`src/rtl/bit_serializer.sv`:
```
// Parallel-to-serial shifter: loads a WIDTH-bit word, streams it one bit per accepted cycle.
// Optional BIT_SERIALIZER_ZERO_SKIP_EN ends a word early once the remaining bits are all zero.
module bit_serializer #(
  parameter int WIDTH     = 8,
  parameter bit MSB_FIRST = 1'b0
) (
  input  logic                     Clk,
  input  logic                     Rst,
  input  logic                     in_valid,
  output logic                     in_ready,
  input  logic [WIDTH-1:0]         din,
  output logic                     ser_out,
  output logic                     ser_valid,
  input  logic                     ser_ready,
  output logic [$clog2(WIDTH)-1:0] bit_idx,
  output logic                     last,
  output logic                     done
);

  localparam int CW = $clog2(WIDTH);

  typedef enum logic [1:0] {
    IDLE  = 2'd0,
    SHIFT = 2'd1,
    DONE  = 2'd2
  } state_t;

  state_t           state_q, state_d;
  logic [WIDTH-1:0] sreg_q, sreg_d;
  logic [CW-1:0]    cnt_q, cnt_d;
  logic             head_bit;
  logic             is_last;

  always_ff @(posedge Clk) begin
    if (Rst) begin
      state_q <= IDLE;
      sreg_q  <= '0;
      cnt_q   <= '0;
    end else begin
      state_q <= state_d;
      sreg_q  <= sreg_d;
      cnt_q   <= cnt_d;
    end
  end

  always_comb begin
    head_bit = MSB_FIRST ? sreg_q[WIDTH-1] : sreg_q[0];
`ifdef BIT_SERIALIZER_ZERO_SKIP_EN
    // Bits still queued behind the head; once they are all zero this bit ends the word.
    if (MSB_FIRST) is_last = (sreg_q[WIDTH-2:0] == '0);
    else           is_last = (sreg_q[WIDTH-1:1] == '0);
`else
    is_last = (cnt_q == CW'(WIDTH - 1));
`endif
  end

  always_comb begin
    state_d   = state_q;
    sreg_d    = sreg_q;
    cnt_d     = cnt_q;
    in_ready  = 1'b0;
    ser_valid = 1'b0;
    ser_out   = 1'b0;
    bit_idx   = '0;
    last      = 1'b0;
    done      = 1'b0;

    case (state_q)
      IDLE: begin
        // Reset is gated in so a held reset never advertises readiness.
        in_ready = ~Rst;
        if (in_valid) begin
          sreg_d  = din;
          cnt_d   = '0;
          state_d = SHIFT;
`ifdef BIT_SERIALIZER_ZERO_SKIP_EN
          if (din == '0) state_d = DONE;
`endif
        end
      end

      SHIFT: begin
        ser_valid = 1'b1;
        ser_out   = head_bit;
        bit_idx   = MSB_FIRST ? (CW'(WIDTH - 1) - cnt_q) : cnt_q;
        last      = is_last;
        if (ser_ready) begin
          if (MSB_FIRST) sreg_d = {sreg_q[WIDTH-2:0], 1'b0};
          else           sreg_d = {1'b0, sreg_q[WIDTH-1:1]};
          cnt_d = cnt_q + 1'b1;
          if (is_last) begin
            cnt_d   = '0;
            state_d = DONE;
          end
        end
      end

      DONE: begin
        done    = 1'b1;
        state_d = IDLE;
      end

      default: begin
        state_d = IDLE;
      end
    endcase
  end

endmodule
```
`config.mk`:
```
export PLATFORM = sky130hd
export DESIGN_NAME = bit_serializer
export DESIGN_NICKNAME = d
export VERILOG_FILES = /design/src/rtl/bit_serializer.sv
export SDC_FILE = /design/constraint.sdc
export NUM_CORES = 1
export LEC_CHECK = 0
export CAP_MARGIN = 15
export CORE_MARGIN = 2
export CORE_UTILIZATION = 45
export CTS_CLUSTER_SIZE = 10
export DETAILED_ROUTE_END_ITERATION = 10
export PLACE_DENSITY = 0.76
export RECOVER_POWER = 100
export SYNTH_ARGS = -nofsm -noshare
export SYNTH_HDL_FRONTEND = slang
export SYNTH_SLANG_ARGS = --single-unit
```
`constraint.sdc`:
```
create_clock -name Clk -period 1.4 [get_ports Clk]
set_input_delay 0.21 -clock Clk [delete_from_list [all_inputs] [get_ports Clk]]
set_output_delay 0.21 -clock Clk [all_outputs]
set_load 0.02 [all_outputs]
```
After elaboration in Yosys (flattened, before gate mapping)
Cells that the tools add are included.
{"block": "totals", "register_bits": 13, "input_bits": 12, "latchBits": 0, "ramBits": 0, "rom_bits": 0, "mem_count": 0, "out_inout_bits": 8}
{"block": "op_classes", "mux": 17, "magnitude_cmp": 0, "addsub": 1, "n_reduce_logical": 4, "bitwise": 1, "n_div": 0, "mul": 0, "shifts": 0, "n_eq_ne": 6}
{"operator": "two-way mux 8 bit", "n": 2}
{"operator": "one-hot mux 8 bit (2 select lines)", "n": 1}
{"operator": "two-way mux 3 bit", "n": 4}
{"operator": "two-way mux 2 bit", "n": 3}
{"operator": "inequality test 2 bit (second input constant)", "n": 3}
{"operator": "one-hot mux 3 bit (2 select lines)", "n": 1}
{"operator": "AND reduction 3 bit", "n": 2}
{"operator": "two-way mux 1 bit", "n": 5}
{"operator": "one-hot mux 2 bit (2 select lines)", "n": 1}
{"operator": "adder 3 x 1 -> 3 bit (second input constant)", "n": 1}
{"operator": "== test 3 bit (second input constant)", "n": 1}
{"operator": "== test 2 x 1 -> 1 bit (second input constant)", "n": 1}
{"operator": "== test 2 bit (second input constant)", "n": 1}
{"operator": "zero test 2 bit", "n": 1}
{"operator": "nonzero test 2 bit", "n": 1}
{"operator": "NOT 1 bit", "n": 1}

Depth between registers and ports, before layout
{"block": "logic_depth", "depth_word": 4, "ltp_mapped": 5}

Worst setup path after synthesis
Ideal clock, no wire load.
{"block": "synth_path", "kind": "register to output", "from": "register state_q[0]", "to": "output in_ready", "setup_slack_ps": 123, "required_time_ps": 1190, "path_stages_with_launch": 4, "arrival_ps": 1067, "path_buffers": 2, "cell_sequence": "dfxtp_1 > buf_6 > clkbuf_8 > nor3_1"}
{"block": "synth_between", "elab_chain_len": 2}
{"item": "start, declared", "line_no": "28", "text": "state_t state_q, state_d;"}
{"item": "start signal, assigned", "line_no": "40", "text": "state_q <= state_d;"}
{"item": "zero test 2 bit", "line_no": "68", "text": "case (state_q)"}
{"item": "two-way mux 1 bit", "line_no": "68"}
{"item": "end, declared", "line_no": "10", "text": "output logic in_ready,"}
No other way between the ends.

Worst setup path in the final report
{"block": "layout_path", "from": "register cnt_q[0]", "to": "output last"}
{"block": "layout_between", "elab_chain_len": 2}
{"item": "start, declared", "line_no": "30", "text": "logic [CW-1:0] cnt_q, cnt_d;"}
{"item": "start signal, assigned", "line_no": "42", "text": "cnt_q <= cnt_d;"}
{"item": "== test 3 bit", "line_no": "53", "text": "is_last = (cnt_q == CW'(WIDTH - 1));"}
{"item": "two-way mux 1 bit", "line_no": "68"}
{"item": "end, declared", "line_no": "16", "text": "output logic last,"}
No other way between the ends.

==> impl.org <==
** Clock network
- Number of buffers inserted during clock tree synthesis :: 3
- CTS Hold Buffers Added :: 0
- In this run the number of H-tree levels came out at 1.
- The clock drives 13 sinks.
- TritonCTS clock tree :: done
- Clock insertion delay at the later pin of the skew report :: ~0.27 ns
- Buffer depth of the longest clock path :: 2
- The tree is rooted in a sky130_fd_sc_hd__clkbuf_4.
- Clock-pin slew was measured on the worst setup and hold paths at 0.08 ns.

** Logic synthesis
- Synthesis-stage register bit count :: 13
- Cell type contributing the most total cell area after synthesis :: sky130_fd_sc_hd__dfxtp_1
- In this run, distinct cell masters in the synthesized netlist total 24.
- Counting flops with a built-in enable in the synthesized netlist gives 0.
- Per-instance average area after synthesis :: 9.621 µm²
- The cell count after synthesis came out at 74.
- The Yosys step of the flow raised 0 warnings.
- Share of the yosys chip area belonging to registers :: 36.56%
- Combined area of all synthesized cells :: 711.9 µm²
- For this run, asynchronously set or reset flops after synthesis account for 0%.
- Largest cells by area after synthesis :: sky130_fd_sc_hd__dfxtp_1, sky130_fd_sc_hd__o221a_1, sky130_fd_sc_hd__nor4b_1
- The most used flip-flop cell after synthesis is sky130_fd_sc_hd__dfxtp_1.
- When the netlist entered floorplanning its net count stood at just under 90.
- Summed over its instances, the top area cell type makes up 36.56% of the synthesized netlist area.

** STA
- Setup Viol. Count Final :: 1
- Setup slack after layout :: -0.02520 ns
- Headroom to the max-slew limit came out at 78.82%.
- Maximum operating frequency :: 701.7 MHz
- The number of max-slew violations in the final report is 0.
- Unrepaired setup endpoints after global routing :: true
- Post-route fraction of the period consumed by the critical path :: 101.8%
- Final setup skew :: around 0.0018 ns
- Final Hold Violating Endpoints :: 0
- Post-route minimum period :: 1.425 ns
- For the pin with the worst max-slew slack, the measured transition is 0.3133 ns.

** Global route
- Number of antenna violations at the first check in global routing :: 0
- Largest net degree at the start of global routing :: 14
- Total global-route track usage :: 19.37%
- The number of global-route vias before repair was around 660.
- Overall overflow remaining after global route :: 0
- Global-route wire length before repair :: 2.766 mm

** Setup path
- Critical Path, Cell by Cell :: ha_4 > ha_4 > and2_2 > buf_6
- The critical path is of the reg2out type.
- The number of cells on the worst reg-to-reg path is 5.
- The largest individual stage delay along the critical path comes from the cell sky130_fd_sc_hd__dfxtp_2.
- Crit end category :: primary output
- The number of buffers and inverters on the critical path is 1.
- The worst register-to-register path begins at state_q[0].
- Data arrives at the worst endpoint at 1.22 ns.
- Delay-heaviest family, CP :: flip-flops
- In this run the worst path has a maximum fanout of 2.
- Cell repeated most along the worst path :: sky130_fd_sc_hd__ha_4
- Startpoint Class :: flop
- Data on the critical path is required at its endpoint by 1.19 ns.
- On the worst path, the slowest cell contributes a delay of approximately 0.34 ns.
- R2r endpoint :: sreg_q[4]
- Worst-case register-to-register setup slack :: around 0.060 ns

** Placement
- Post-DP HPWL :: roughly 1.2 mm
- Port Buf Inserts :: 19
- Including well taps, the total number of placed cells is around 120.
- Placement Setup Slack :: -0.3028 ns
- At the end of routability-driven placement, the weighted congestion stood at 0.7274.

** Worst hold path
- Endpoint, Worst Hold :: cnt_q[1]
- The path class of the tightest hold or removal check is reg2reg.
- The startpoint identified for the worst hold timing path is cnt_q[1].
- Counting instances, the worst hold path has a depth of 2.

** Routing
- DR vias :: 692
- The first detailed-routing pass took 4 iterations.
- Mean routed wirelength per cell :: 14.13 µm
- Final antenna-violating net count :: 0
- Violation count after the first detailed-routing iteration :: 16
- After detailed routing, the number of remaining DRC violations is 0.
- In the routed layout, each cell is associated on average with a via count of 5.672.
- The final layout contains routed wiring with a total length of 1.724 mm.

** Power
- Share of total power in sequential cells :: 49.7%
- Combinational share of power :: 22.5%
- Internal power comes to 0.0006092 W.
- For this design the ratio of total power to cell area is 788.2 nW/µm².
- The share of total power dissipated in the clock network is between 20% and 30%.
- Net load switching power :: 0.0002143 W
- Standby leakage power :: 0.4164 nW
- In this run switching power makes up between 20% and 30% of total power.
- Post-route total power :: roughly 0.00082 W
- Max rail drop VDD :: 0.0005062 V

** Die
- After floorplanning, the core was sized to cover 1489 µm².
- The initial utilization of the core area, before any placement, comes to 47.82%.
- The floorplan step set the die width to 43.78 µm.
- I/O pin cnt :: 20
- Die footprint :: about 1900 µm²
- Die height :: about 44 µm
- The initialized floorplan defines 14 standard-cell rows.

** Layout
- The net count of the finished layout is 121.
- The repair_antennas step left the layout with diodes totalling 0.
- The filler cells instantiated in the layout total approximately 120.
- Leaving out filler cells and counting taps, the final layout contains 122.
- In the final layout, the share of cells above drive strength 1 is 38.68%.
- Across the whole layout, storage elements account for 264.0 µm².
- Area used by multi-input combinational logic :: 437.9 µm²
- The area growth from synthesis to layout is 46.75%.

** Outcome
- The checks that failed: negative setup slack.
- Outcome :: finished, violations left

** Flow run
- Max-capacitance violation count :: 0
-- area by class of cell --
| cell class | instances | area share (%) |
|---|---|---|
| Clock buffer | 4 | 2.515 |
| Inverter | 2 | 0.7186 |
| Multi-Input combinational cell | 53 | 41.92 |
| Sequential cell | 13 | 25.27 |
| Tap cell | 16 | 1.916 |
| Timing Repair Buffer | 34 | 27.66 |
-- power groups by stage --
| stage | Sequential [W] | Combinational [W] | Clock, W |
|---|---|---|---|
| after floorplan | 0.000412 | 0.0000979 | 0 |
| final | 0.000409 | 0.000186 | 0.000229 |
| after global routing | 0.000411 | 0.000202 | 0.000254 |
| after global placement | 0.000415 | 0.000172 | 0 |
| after detailed placement | 0.000416 | 0.000176 | 0 |
| after CTS | 0.000407 | 0.000177 | 0.000238 |
-- sequential cells by signal, summed over array words and instances, names as in the netlist --
register	flops
sreg_q	8
state_q	2
cnt_q	3
-- synthesized netlist by cell type (all sizes together), types with 3 or more instances --
library cell,instances
a21oi,4
dfxtp,13
o221a,7
o21ai,5
and2,5
nor2,10
nand3,3
nor4b,7
buf,4
-- worst min-delay path, cell delays in order (launching register included) --
cell	delay, ns
sky130_fd_sc_hd__dfxtp_2	0.34
sky130_fd_sc_hd__o21ai_0	0.07
sky130_fd_sc_hd__a21oi_1	0.06
-- layout by cell type, fill, tap and decap left out, drive strengths merged --
cell type	netlist	final
a21oi	4	4
a41oi	1	1
and2	5	5
buf	4	22
clkbuf	2	4
clkdlybuf4s15	0	1
clkdlybuf4s50	0	11
dfxtp	13	13
ha	2	2
inv	2	2
mux2i	1	1
nand2	1	1
nand3	3	3
nand4	1	1
nor2	10	10
nor2b	2	2
nor3	2	2
nor3b	2	2
nor4b	7	7
o21ai	5	5
o221a	7	7
-- per-layer routing --
layer	part of all wire (%)	track usage [%]	vias up
met1	45	22.45	333
met5	0	0	-
li1	-	-	338
met2	50	33.82	19
met3	4.0	3.750	2
met4	0.58	9.091	0
-- kinds of logic after synthesis --
group / Yosys count / synth area share, %
compound gates: 17 / 18.63
fa+ha+maj: 2 / 3.514
buf+inv: 8 / 8.960
flops: 13 / 36.56
mux: 1 / 1.933
simple gates: 33 / 30.40
-- how the worst max path moves through the flow --
stage	startpoint	endpoint	slack (ns)	cells after the start
after global placement	Rst	in_ready	-0.34	3
after detailed placement	Rst	in_ready	-0.30	3
after floorplan	state_q[0]	in_ready	0.12	3
after global routing	cnt_q[1]	last	-0.06	4
final	cnt_q[0]	last	-0.03	4
after CTS	cnt_q[0]	last	-0.12	4
-- stage by stage --
step                       TNS, ns  hold slack [ns]  cell area [µm²]  util [%]
after floorplan                  0           0.3577            711.9         -
after global routing      -0.07529           0.5313             1045     70.17
after CTS                  -0.3245           0.5049             1017     68.32
after global placement      -1.037           0.4805            983.4     66.05
after detailed placement    -1.314           0.4904            983.4     66.05
final                     -0.02520           0.5064             1045     70.17
-- what timing repair did --
action | CTS | global route
resized for setup | 28 | 17
buffers inserted | 0 | 1
endpoints found under the setup margin | 8 | 15
(Power assumes the default switching activity.)
